<file path="config.mk">
export PLATFORM = sky130hd
export DESIGN_NAME = safe_lock_ctrl
export DESIGN_NICKNAME = d
export VERILOG_FILES = /design/src/rtl/safebox_pkg.sv /design/src/rtl/lock_timer.sv /design/src/rtl/safe_lock_ctrl.sv
export SDC_FILE = /design/constraint.sdc
export NUM_CORES = 1
export LEC_CHECK = 0
export BUFFER_PORTS_ARGS = -buffer_cell sky130_fd_sc_hd__buf_2
export CORE_UTILIZATION = 45
export DETAILED_ROUTE_END_ITERATION = 8
export GPL_ROUTABILITY_DRIVEN = 0
export GPL_TIMING_DRIVEN = 0
export PLACE_DENSITY = 0.7
export SYNTH_ARGS = -nofsm -noshare
export SYNTH_HDL_FRONTEND = slang
export SYNTH_HIERARCHICAL = 1
export SYNTH_SLANG_ARGS = --single-unit
</file>
<file path="constraint.sdc">
create_clock -name clk -period 3.9 [get_ports clk]
set_clock_uncertainty 0.05 [all_clocks]
set_input_delay 0.585 -clock clk [delete_from_list [all_inputs] [get_ports clk]]
set_output_delay 0.585 -clock clk [all_outputs]
set_load 0.05 [all_outputs]
</file>
<file path="src/rtl/safebox_pkg.sv">
// Shared definitions for the safe box: FSM state encoding and keypad key codes.
// Used by the lock controller and by the scanner/display blocks.
package safebox_pkg;

    typedef enum logic [2:0] {
        ST_LOCKED   = 3'd0,
        ST_CHECK    = 3'd1,
        ST_UNLOCKED = 3'd2,
        ST_SET_NEW  = 3'd3,
        ST_LOCKOUT  = 3'd4
    } state_e;

    localparam logic [3:0] KEY_ENTER = 4'hA;
    localparam logic [3:0] KEY_CLEAR = 4'hB;
    localparam logic [3:0] KEY_SET   = 4'hC;
    localparam logic [3:0] KEY_LOCK  = 4'hF;

    function automatic logic is_digit(input logic [3:0] key);
        return key <= 4'd9;
    endfunction

endpackage

</file>
<file path="src/rtl/lock_timer.sv">
// Loadable down-counter. expire is registered and is high in the cycle the count equals 1.
module lock_timer #(
    parameter int unsigned WIDTH = 13
) (
    input  logic             clk,
    input  logic             rst,
    input  logic             load,
    input  logic [WIDTH-1:0] load_val,
    input  logic             en,
    output logic             expire
);

    logic [WIDTH-1:0] count_q, count_d;
    logic             expire_q, expire_d;

    always_comb begin
        count_d = count_q;
        if (load) begin
            count_d = load_val;
        end else if (en && (count_q != '0)) begin
            count_d = count_q - WIDTH'(1);
        end
        // Look ahead so expire lines up with the cycle the count holds 1.
        expire_d = (count_d == WIDTH'(1));
    end

    always_ff @(posedge clk or posedge rst) begin
        if (rst) begin
            count_q  <= '0;
            expire_q <= 1'b0;
        end else begin
            count_q  <= count_d;
            expire_q <= expire_d;
        end
    end

    assign expire = expire_q;

endmodule

</file>
<file path="src/rtl/safe_lock_ctrl.sv">
// Safe box lock controller: assembles 4-digit keypad entries, checks them against the
// stored password, and handles lockout, auto-relock and password change.
module safe_lock_ctrl
    import safebox_pkg::*;
#(
    parameter logic [15:0] DEFAULT_PW     = 16'h358B,
    parameter int unsigned MAX_FAIL       = 3,
    parameter int unsigned LOCKOUT_CYCLES = 1000,
    parameter int unsigned UNLOCK_TIMEOUT = 5000
) (
    input  logic                             clk,
    input  logic                             rst,
    input  logic                             key_valid,
    input  logic [3:0]                       key_code,
    output logic                             unlocked,
    output logic                             alarm,
    output logic                             pw_ok,
    output logic                             pw_err,
    output logic [2:0]                       entry_cnt,
    output logic [15:0]                      entry_disp,
    output logic [$clog2(MAX_FAIL+1)-1:0]    fail_cnt
);

    localparam int unsigned FAIL_W  = $clog2(MAX_FAIL + 1);
    localparam int unsigned TMR_MAX = (LOCKOUT_CYCLES > UNLOCK_TIMEOUT) ? LOCKOUT_CYCLES : UNLOCK_TIMEOUT;
    localparam int unsigned TMR_W   = $clog2(TMR_MAX + 1);

    state_e            state_q, state_d;
    logic [15:0]       buf_q, buf_d;
    logic [2:0]        cnt_q, cnt_d;
    logic [15:0]       pw_q, pw_d;
    logic [FAIL_W-1:0] fail_q, fail_d;
    logic              pw_ok_q, pw_ok_d;
    logic              pw_err_q, pw_err_d;
    logic              unlocked_q, unlocked_d;
    logic              alarm_q, alarm_d;

    logic              tmr_load;
    logic [TMR_W-1:0]  tmr_val;
    logic              tmr_en;
    logic              tmr_expire;
    logic [FAIL_W-1:0] fail_inc;

    assign fail_inc = fail_q + FAIL_W'(1);
    assign tmr_en   = (state_q == ST_UNLOCKED) || (state_q == ST_SET_NEW) || (state_q == ST_LOCKOUT);

    lock_timer #(
        .WIDTH    (TMR_W)
    ) u_timer (
        .clk      (clk),
        .rst      (rst),
        .load     (tmr_load),
        .load_val (tmr_val),
        .en       (tmr_en),
        .expire   (tmr_expire)
    );

    always_comb begin
        state_d  = state_q;
        buf_d    = buf_q;
        cnt_d    = cnt_q;
        pw_d     = pw_q;
        fail_d   = fail_q;
        pw_ok_d  = 1'b0;
        pw_err_d = 1'b0;
        tmr_load = 1'b0;
        tmr_val  = TMR_W'(UNLOCK_TIMEOUT);

        unique case (state_q)
            ST_LOCKED: begin
                if (key_valid) begin
                    if (is_digit(key_code)) begin
                        if (cnt_q < 3'd4) begin
                            buf_d = {buf_q[11:0], key_code};
                            cnt_d = cnt_q + 3'd1;
                        end
                    end else if (key_code == KEY_CLEAR) begin
                        buf_d = '0;
                        cnt_d = '0;
                    end else if (key_code == KEY_ENTER) begin
                        if (cnt_q == 3'd4) begin
                            state_d = ST_CHECK;
                        end else begin
                            pw_err_d = 1'b1;
                            buf_d    = '0;
                            cnt_d    = '0;
                        end
                    end
                end
            end

            ST_CHECK: begin
                buf_d = '0;
                cnt_d = '0;
                if (buf_q == pw_q) begin
                    state_d  = ST_UNLOCKED;
                    pw_ok_d  = 1'b1;
                    fail_d   = '0;
                    tmr_load = 1'b1;
                end else begin
                    pw_err_d = 1'b1;
                    fail_d   = fail_inc;
                    if (fail_inc == FAIL_W'(MAX_FAIL)) begin
                        state_d  = ST_LOCKOUT;
                        tmr_load = 1'b1;
                        tmr_val  = TMR_W'(LOCKOUT_CYCLES);
                    end else begin
                        state_d = ST_LOCKED;
                    end
                end
            end

            ST_UNLOCKED: begin
                // Expiry takes priority over any key arriving in the same cycle.
                if (tmr_expire) begin
                    state_d = ST_LOCKED;
                    buf_d   = '0;
                    cnt_d   = '0;
                end else if (key_valid) begin
                    tmr_load = 1'b1;
                    if (key_code == KEY_LOCK) begin
                        state_d = ST_LOCKED;
                        buf_d   = '0;
                        cnt_d   = '0;
                    end else if (key_code == KEY_SET) begin
                        state_d = ST_SET_NEW;
                        buf_d   = '0;
                        cnt_d   = '0;
                    end
                end
            end

            ST_SET_NEW: begin
                if (tmr_expire) begin
                    state_d = ST_LOCKED;
                    buf_d   = '0;
                    cnt_d   = '0;
                end else if (key_valid) begin
                    tmr_load = 1'b1;
                    if (is_digit(key_code)) begin
                        if (cnt_q < 3'd4) begin
                            buf_d = {buf_q[11:0], key_code};
                            cnt_d = cnt_q + 3'd1;
                        end
                    end else if (key_code == KEY_CLEAR) begin
                        buf_d = '0;
                        cnt_d = '0;
                    end else if (key_code == KEY_ENTER) begin
                        buf_d = '0;
                        cnt_d = '0;
                        if (cnt_q == 3'd4) begin
                            pw_d    = buf_q;
                            pw_ok_d = 1'b1;
                            state_d = ST_UNLOCKED;
                        end else begin
                            pw_err_d = 1'b1;
                        end
                    end else if (key_code == KEY_LOCK) begin
                        state_d = ST_UNLOCKED;
                        buf_d   = '0;
                        cnt_d   = '0;
                    end
                end
            end

            ST_LOCKOUT: begin
                if (tmr_expire) begin
                    state_d = ST_LOCKED;
                    fail_d  = '0;
                end
            end

            default: begin
                state_d = ST_LOCKED;
                buf_d   = '0;
                cnt_d   = '0;
            end
        endcase

        unlocked_d = (state_d == ST_UNLOCKED) || (state_d == ST_SET_NEW);
        alarm_d    = (state_d == ST_LOCKOUT);
    end

    always_ff @(posedge clk or posedge rst) begin
        if (rst) begin
            state_q    <= ST_LOCKED;
            buf_q      <= '0;
            cnt_q      <= '0;
            pw_q       <= DEFAULT_PW;
            fail_q     <= '0;
            pw_ok_q    <= 1'b0;
            pw_err_q   <= 1'b0;
            unlocked_q <= 1'b0;
            alarm_q    <= 1'b0;
        end else begin
            state_q    <= state_d;
            buf_q      <= buf_d;
            cnt_q      <= cnt_d;
            pw_q       <= pw_d;
            fail_q     <= fail_d;
            pw_ok_q    <= pw_ok_d;
            pw_err_q   <= pw_err_d;
            unlocked_q <= unlocked_d;
            alarm_q    <= alarm_d;
        end
    end

    assign unlocked   = unlocked_q;
    assign alarm      = alarm_q;
    assign pw_ok      = pw_ok_q;
    assign pw_err     = pw_err_q;
    assign entry_cnt  = cnt_q;
    assign entry_disp = buf_q;
    assign fail_cnt   = fail_q;

endmodule

</file>
### Yosys cells after proc, flatten, opt, wreduce, memory -nomap -nowiden

Cells that the tools add are included.

| operators by class | value |
|---|---|
| $add $sub $neg | 3 |
| $lt $le $gt $ge | 2 |
| eq/ne operators | 23 |
| muxes and demuxes | 83 |
| bitwise gates (word level) | 4 |
| reductions and logical operators | 11 |

Operators by type and width:

| cell | number |
|---|---|
| $mux 16 | 16 |
| $mux 3 | 35 |
| $mux 13 | 5 |
| $pmux 16 s4 | 1 |
| $mux 1 | 18 |
| $eq 16x16->1 | 1 |
| $eq 4x4->1 const B | 4 |
| $pmux 3 s5 | 1 |
| $eq 13x1->1 const B | 1 |
| $reduce_bool 13->1 | 1 |
| $sub 13x1->13 const B | 1 |
| $eq 3x2->1 const B | 4 |
| $pmux 3 s4 | 1 |
| $eq 3x3->1 const B | 3 |
| $ne 4x4->1 const B | 2 |
| $reduce_and 8->1 | 1 |
| $reduce_and 7->1 | 1 |
| $ne 3x2->1 const B | 2 |
| $ne 6x1->1 const B | 1 |
| $le 4x4->1 const B | 1 |
| $mux 2 | 2 |
| $ne 4x1->1 const B | 1 |
| $not 1->1 | 4 |
| $pmux 1 s2 | 2 |
| other kinds (15) | 17 |

| storage, ports and cells | value |
|---|---|
| register bits | 58 |
| input port bits | 7 |
| output and inout port bits | 25 |
| logic and storage cells | 137 |

### Depth between registers and ports, before layout

| depth | value |
|---|---|
| depth in word-level cells | 10 |
| mapped depth | 12 |
| mapped depth without buffers | 11 |

### Hierarchy

The synthesis kept the hierarchy.

Modules (own cells, without submodules):

| module | times used | cells an instance | area an instance (sq um) | seq. area each (sq um) |
|---|---|---|---|---|
| safe_lock_ctrl | 1 | 183 | 2248.4 | 1111.1 |
| lock_timer | 1 | 111 | 1003.5 | 350.3 |

### Worst setup path after synthesis

OpenSTA, ideal clock, no wires.

| path | value |
|---|---|
| path type | flip-flop to flip-flop |
| start point | reg buf_q[5] (netlist: entry_disp[5]) |
| end point | reg u_timer.expire_q (netlist: u_timer/expire) |
| library setup time | 94 ps |
| data arrival time | 2929 ps |
| data required time | 3756 ps |
| path slack | 827 ps |
| stages on the path, launching flop included | 11 |
| buffers on the path | 1 |
| clock period less this slack | 3073 ps |
| cells stage by stage | dfrtp_1 > xnor2_1 > nand4_1 > nor4_1 > o21ai_0 > o21ai_0 > clkbuf_1 > nor2_1 > a221o_1 > or4_4 > nor4b_4 |

| between the ends | value |
|---|---|
| cells in the longest elaborated chain, start to end | 5 |
| elaborated cells between the ends (all ways) | 7 |
| those cells by class | eq/ne (2); mux (5) |

Ends and longest elaborated chain:

| what | RTL line | source |
|---|---|---|
| start, declared | safe_lock_ctrl.sv:29 | `logic [15:0] buf_q, buf_d;` |
| start signal, assigned | safe_lock_ctrl.sv:197 | `buf_q <= buf_d;` |
| $eq 16x16->1 | safe_lock_ctrl.sv:95 | `if (buf_q == pw_q) begin` |
| $mux 1 | safe_lock_ctrl.sv:95 |  |
| $pmux 1 s2 | safe_lock_ctrl.sv:69 | `unique case (state_q)` |
| net tmr_load | safe_lock_ctrl.sv:38 | `logic tmr_load;` |
| $mux 13 | lock_timer.sv:18 | `if (load) begin` |
| net u_timer.count_d[11] | lock_timer.sv:13 | `logic [WIDTH-1:0] count_q, count_d;` |
| $eq 13x1->1 | lock_timer.sv:24 | `expire_d = (count_d == WIDTH'(1));` |
| net u_timer.expire_d | lock_timer.sv:14 | `logic expire_q, expire_d;` |
| end signal, assigned | lock_timer.sv:33 | `expire_q <= expire_d;` |
| end, declared | lock_timer.sv:14 |  |

The timed path passes the listed nets, and every way through them passes these cells.
A chain may end at the register's enable or synchronous reset.

### Worst setup path after layout

| path | value |
|---|---|
| start point | reg buf_q[2] (netlist: entry_disp[2]) |
| end point | reg u_timer.expire_q (netlist: u_timer/expire) |

The elaborated chain is that of the path after synthesis.

==> impl_metrics.env <==
export IMPL_status="completed"
export IMPL_syn_to_final_growth_pct=16.7
export IMPL_clkSinkCount=58
export IMPL_hold_viol_final=0
export IMPL_finalSetupViolations=0
export IMPL_crit_path_max_fanout=10
export IMPL_p_leak_uw=0.00168
export IMPL_wl_per_cell_um=15.2
export IMPL_grt_max_degree=34
export IMPL_antenna_left=0
export IMPL_whs_ns=0.146
export IMPL_start_kind="flop"
export IMPL_required_ns=4.10
export IMPL_reg2regPathDepth=12
export IMPL_syn_avg_cell_area_um2=11.1
export IMPL_drtIter0Drc=69
export IMPL_hpwlAfterDp_um=4880
export IMPL_cts_buffer_depth=2
export IMPL_antennaDiodeCount=0
export IMPL_grt_pass1_wl_um=11200
export IMPL_cts_tree="built"
export IMPL_irDropWorstVdd_uv=424
export IMPL_h_tree_depth=3
export IMPL_coreArea_mm2=0.00687
export IMPL_worstReg2RegStart="entry_disp[2]"
export IMPL_yosysWarnings=6
export IMPL_drt_total_wl_um=6770
export IMPL_hold_path_class="input pin to asynchronous set/reset pin"
export IMPL_drive_gt1_share_pct=31.3
export IMPL_synth_cell_types=62
export IMPL_grt_util_all_layers_pct=19.5
export IMPL_cp_startpoint="entry_disp[2]"
export IMPL_cts_buffers=9
export IMPL_synthArstFlopShare_pct=100
export IMPL_crit_arrival_ns=3.79
export IMPL_postCtsSetupBuffers=0
export IMPL_vias=2418
export IMPL_via_per_inst=5.41
export IMPL_powerDensity_mw_per_mm2=741
export IMPL_rsz0062_at_grt="false"
export IMPL_p_sw_uw=1240
export IMPL_firstDrtPassIters=4
export IMPL_cts_root_buffer="clkbuf_8"
export IMPL_p_int_uw=1570
export IMPL_cp_end_kind="flop"
export IMPL_grt_antenna_before_repair=0
export IMPL_seqPwrFrac_pct=34.3
export IMPL_relSlewSlack_pct=43.1
export IMPL_clk_latency_ns=0.34
export IMPL_worstSetupPathType="flop to flop"
export IMPL_p_clk_share_pct=21.6
export IMPL_fin_nets=358
export IMPL_synth_edf_count=0
export IMPL_grt_ovfl_total=0
export IMPL_cts_hold_buf=0
export IMPL_combPwrFrac_pct=44.1
export IMPL_core_rowCount=30
export IMPL_fp_dieW_um=87.0
export IMPL_synth_flop_cell="dfrtp_1"
export IMPL_timing_fmax_mhz=278
export IMPL_netSwitchingFraction_pct=44.2
export IMPL_drc_errors=0
export IMPL_ctsResizeCount=0
export IMPL_die_h_um=87.0
export IMPL_synth_seq_area_share_pct=44.9
export IMPL_numPortBuffers=29
export IMPL_ys_seq_elements=58
export IMPL_slew_violations=0
export IMPL_tightestPinTransition_ns=0.845
export IMPL_synthCells=294
export IMPL_synth_area_mm2=0.00325
export IMPL_path_clk_slew_ns=0.07
export IMPL_die_area_mm2=0.00757
export IMPL_min_period_over_period_pct=92.1
export IMPL_grt_pass1_vias=2276
export IMPL_ios=32
export IMPL_cap_violations=0
export IMPL_setup_tns_ns=0
export IMPL_period_minus_slack_ns=3.59
export IMPL_initial_core_util_pct=47.3
-- state kept, by name, indices dropped and copies added (netlist names) --
register / cells
alarm: 1
entry_cnt: 3
entry_disp: 16
fail_cnt: 2
pw_err: 1
pw_ok: 1
pw_q: 16
state_q: 3
u_timer/count_q: 13
u_timer/expire: 1
unlocked: 1
-- cell type report --
class	count	area [µm²]
timing repair buffer	30	165
sequential	58	1460
clock inverter	7	92.6
fill	588	3070
buffer	15	126
inverter	16	60.1
multi-input combinational	216	1650
tap	96	120
clock buffer	9	124
-- cells in the final DEF, fill, tap and decap left out, types with 6 or more instances in the layout --
master	n
a21oi_1	8
conb_1	13
buf_2	30
a22o_2	7
a22o_1	10
mux2_4	9
buf_6	7
mux2_2	9
nor2_1	19
clkbuf_8	9
xnor2_1	21
nand2_1	16
a31oi_1	6
dfrtp_1	50
inv_1	15
o21ai_0	16
dfstp_2	8
-- cell usage after synthesis, types with 3 or more instances --
cell / n / area (µm²)
a21oi_1: 8 / 40.0
a22o_1: 10 / 87.6
a22o_2: 7 / 70.1
a31oi_1: 6 / 37.5
buf_6: 7 / 78.8
clkbuf_1: 4 / 15.0
dfrtp_1: 50 / 1250
dfstp_2: 8 / 210
ha_1: 5 / 62.6
inv_1: 16 / 60.1
mux2_2: 9 / 101
mux2_4: 9 / 135
nand2_1: 16 / 60.1
nand2b_1: 5 / 31.3
nand3_1: 5 / 25.0
nand4_1: 4 / 25.0
nor2_1: 19 / 71.3
nor3_1: 5 / 25.0
nor4_1: 5 / 31.3
nor4_4: 3 / 63.8
o21ai_0: 16 / 80.1
or2_2: 3 / 18.8
or3_1: 3 / 18.8
or4_1: 3 / 22.5
xnor2_1: 21 / 184
-- per-layer routing --
layer	global-route usage (%)	part of all wire (%)
met1	25.8	47
met2	30.6	49
met3	5.69	3.9
met4	6.67	0.46
met5	0	0
-- critical path: stages (launching register included) --
cell and delay, ns:
dfrtp_1 0.44, xnor2_1 0.16, nand4_1 0.16, nor4_1 0.77
o21ai_0 0.18, o21ai_0 0.11, clkbuf_1 0.37, inv_1 0.24
clkbuf_1 0.27, nor2_1 0.15, a31oi_1 0.08, nor4_1 0.30
nor4b_4 0.23
-- final timing paths --
check / end / slack (ns)
min in group clk: fail_cnt[0] / 0.46
min: entry_cnt[2] / 0.15
max reg2reg: u_timer/expire / 0.31
max: u_timer/expire / 0.31
min reg2reg: fail_cnt[0] / 0.46
max in group asynchronous: pw_q[0] / 3.12
-- power groups by stage --
stage / combinational (µW) / clock (µW) / sequential, µW
after floorplan: 714 / 0 / 1190
after global placement: 1210 / 0 / 964
after detailed placement: 1240 / 0 / 970
after CTS: 1250 / 624 / 960
after global routing: 1330 / 657 / 987
final: 1240 / 607 / 965
-- metrics by stage --
| stage | total power [µW] | instances | area [µm²] | util (%) | setup WS [ns] |
|---|---|---|---|---|---|
| after global routing | 2980 | 447 | 3790 | 55.2 | 0.0358 |
| after floorplan | 1900 | 305 | 3290 | - | 0.827 |
| after CTS | 2830 | 447 | 3790 | 55.2 | 0.336 |
| final | 2810 | 447 | 3790 | 55.2 | 0.309 |
| after global placement | 2180 | 430 | 3560 | 51.8 | 0.448 |
| after detailed placement | 2210 | 431 | 3580 | 52.1 | 0.361 |
-- kinds of logic after synthesis --
group | share of synthesized area (%)
AND/OR/NAND/NOR | 17.8
AO/OA/AOI/OAI | 15.3
flip-flops | 44.9
buffers and inverters | 5.73
XOR/XNOR | 6.19
multiplexers | 7.89
adder cells (fa/ha/maj) | 1.92
other | 0.231
Note: power is estimated with default switching activity, not from simulation.
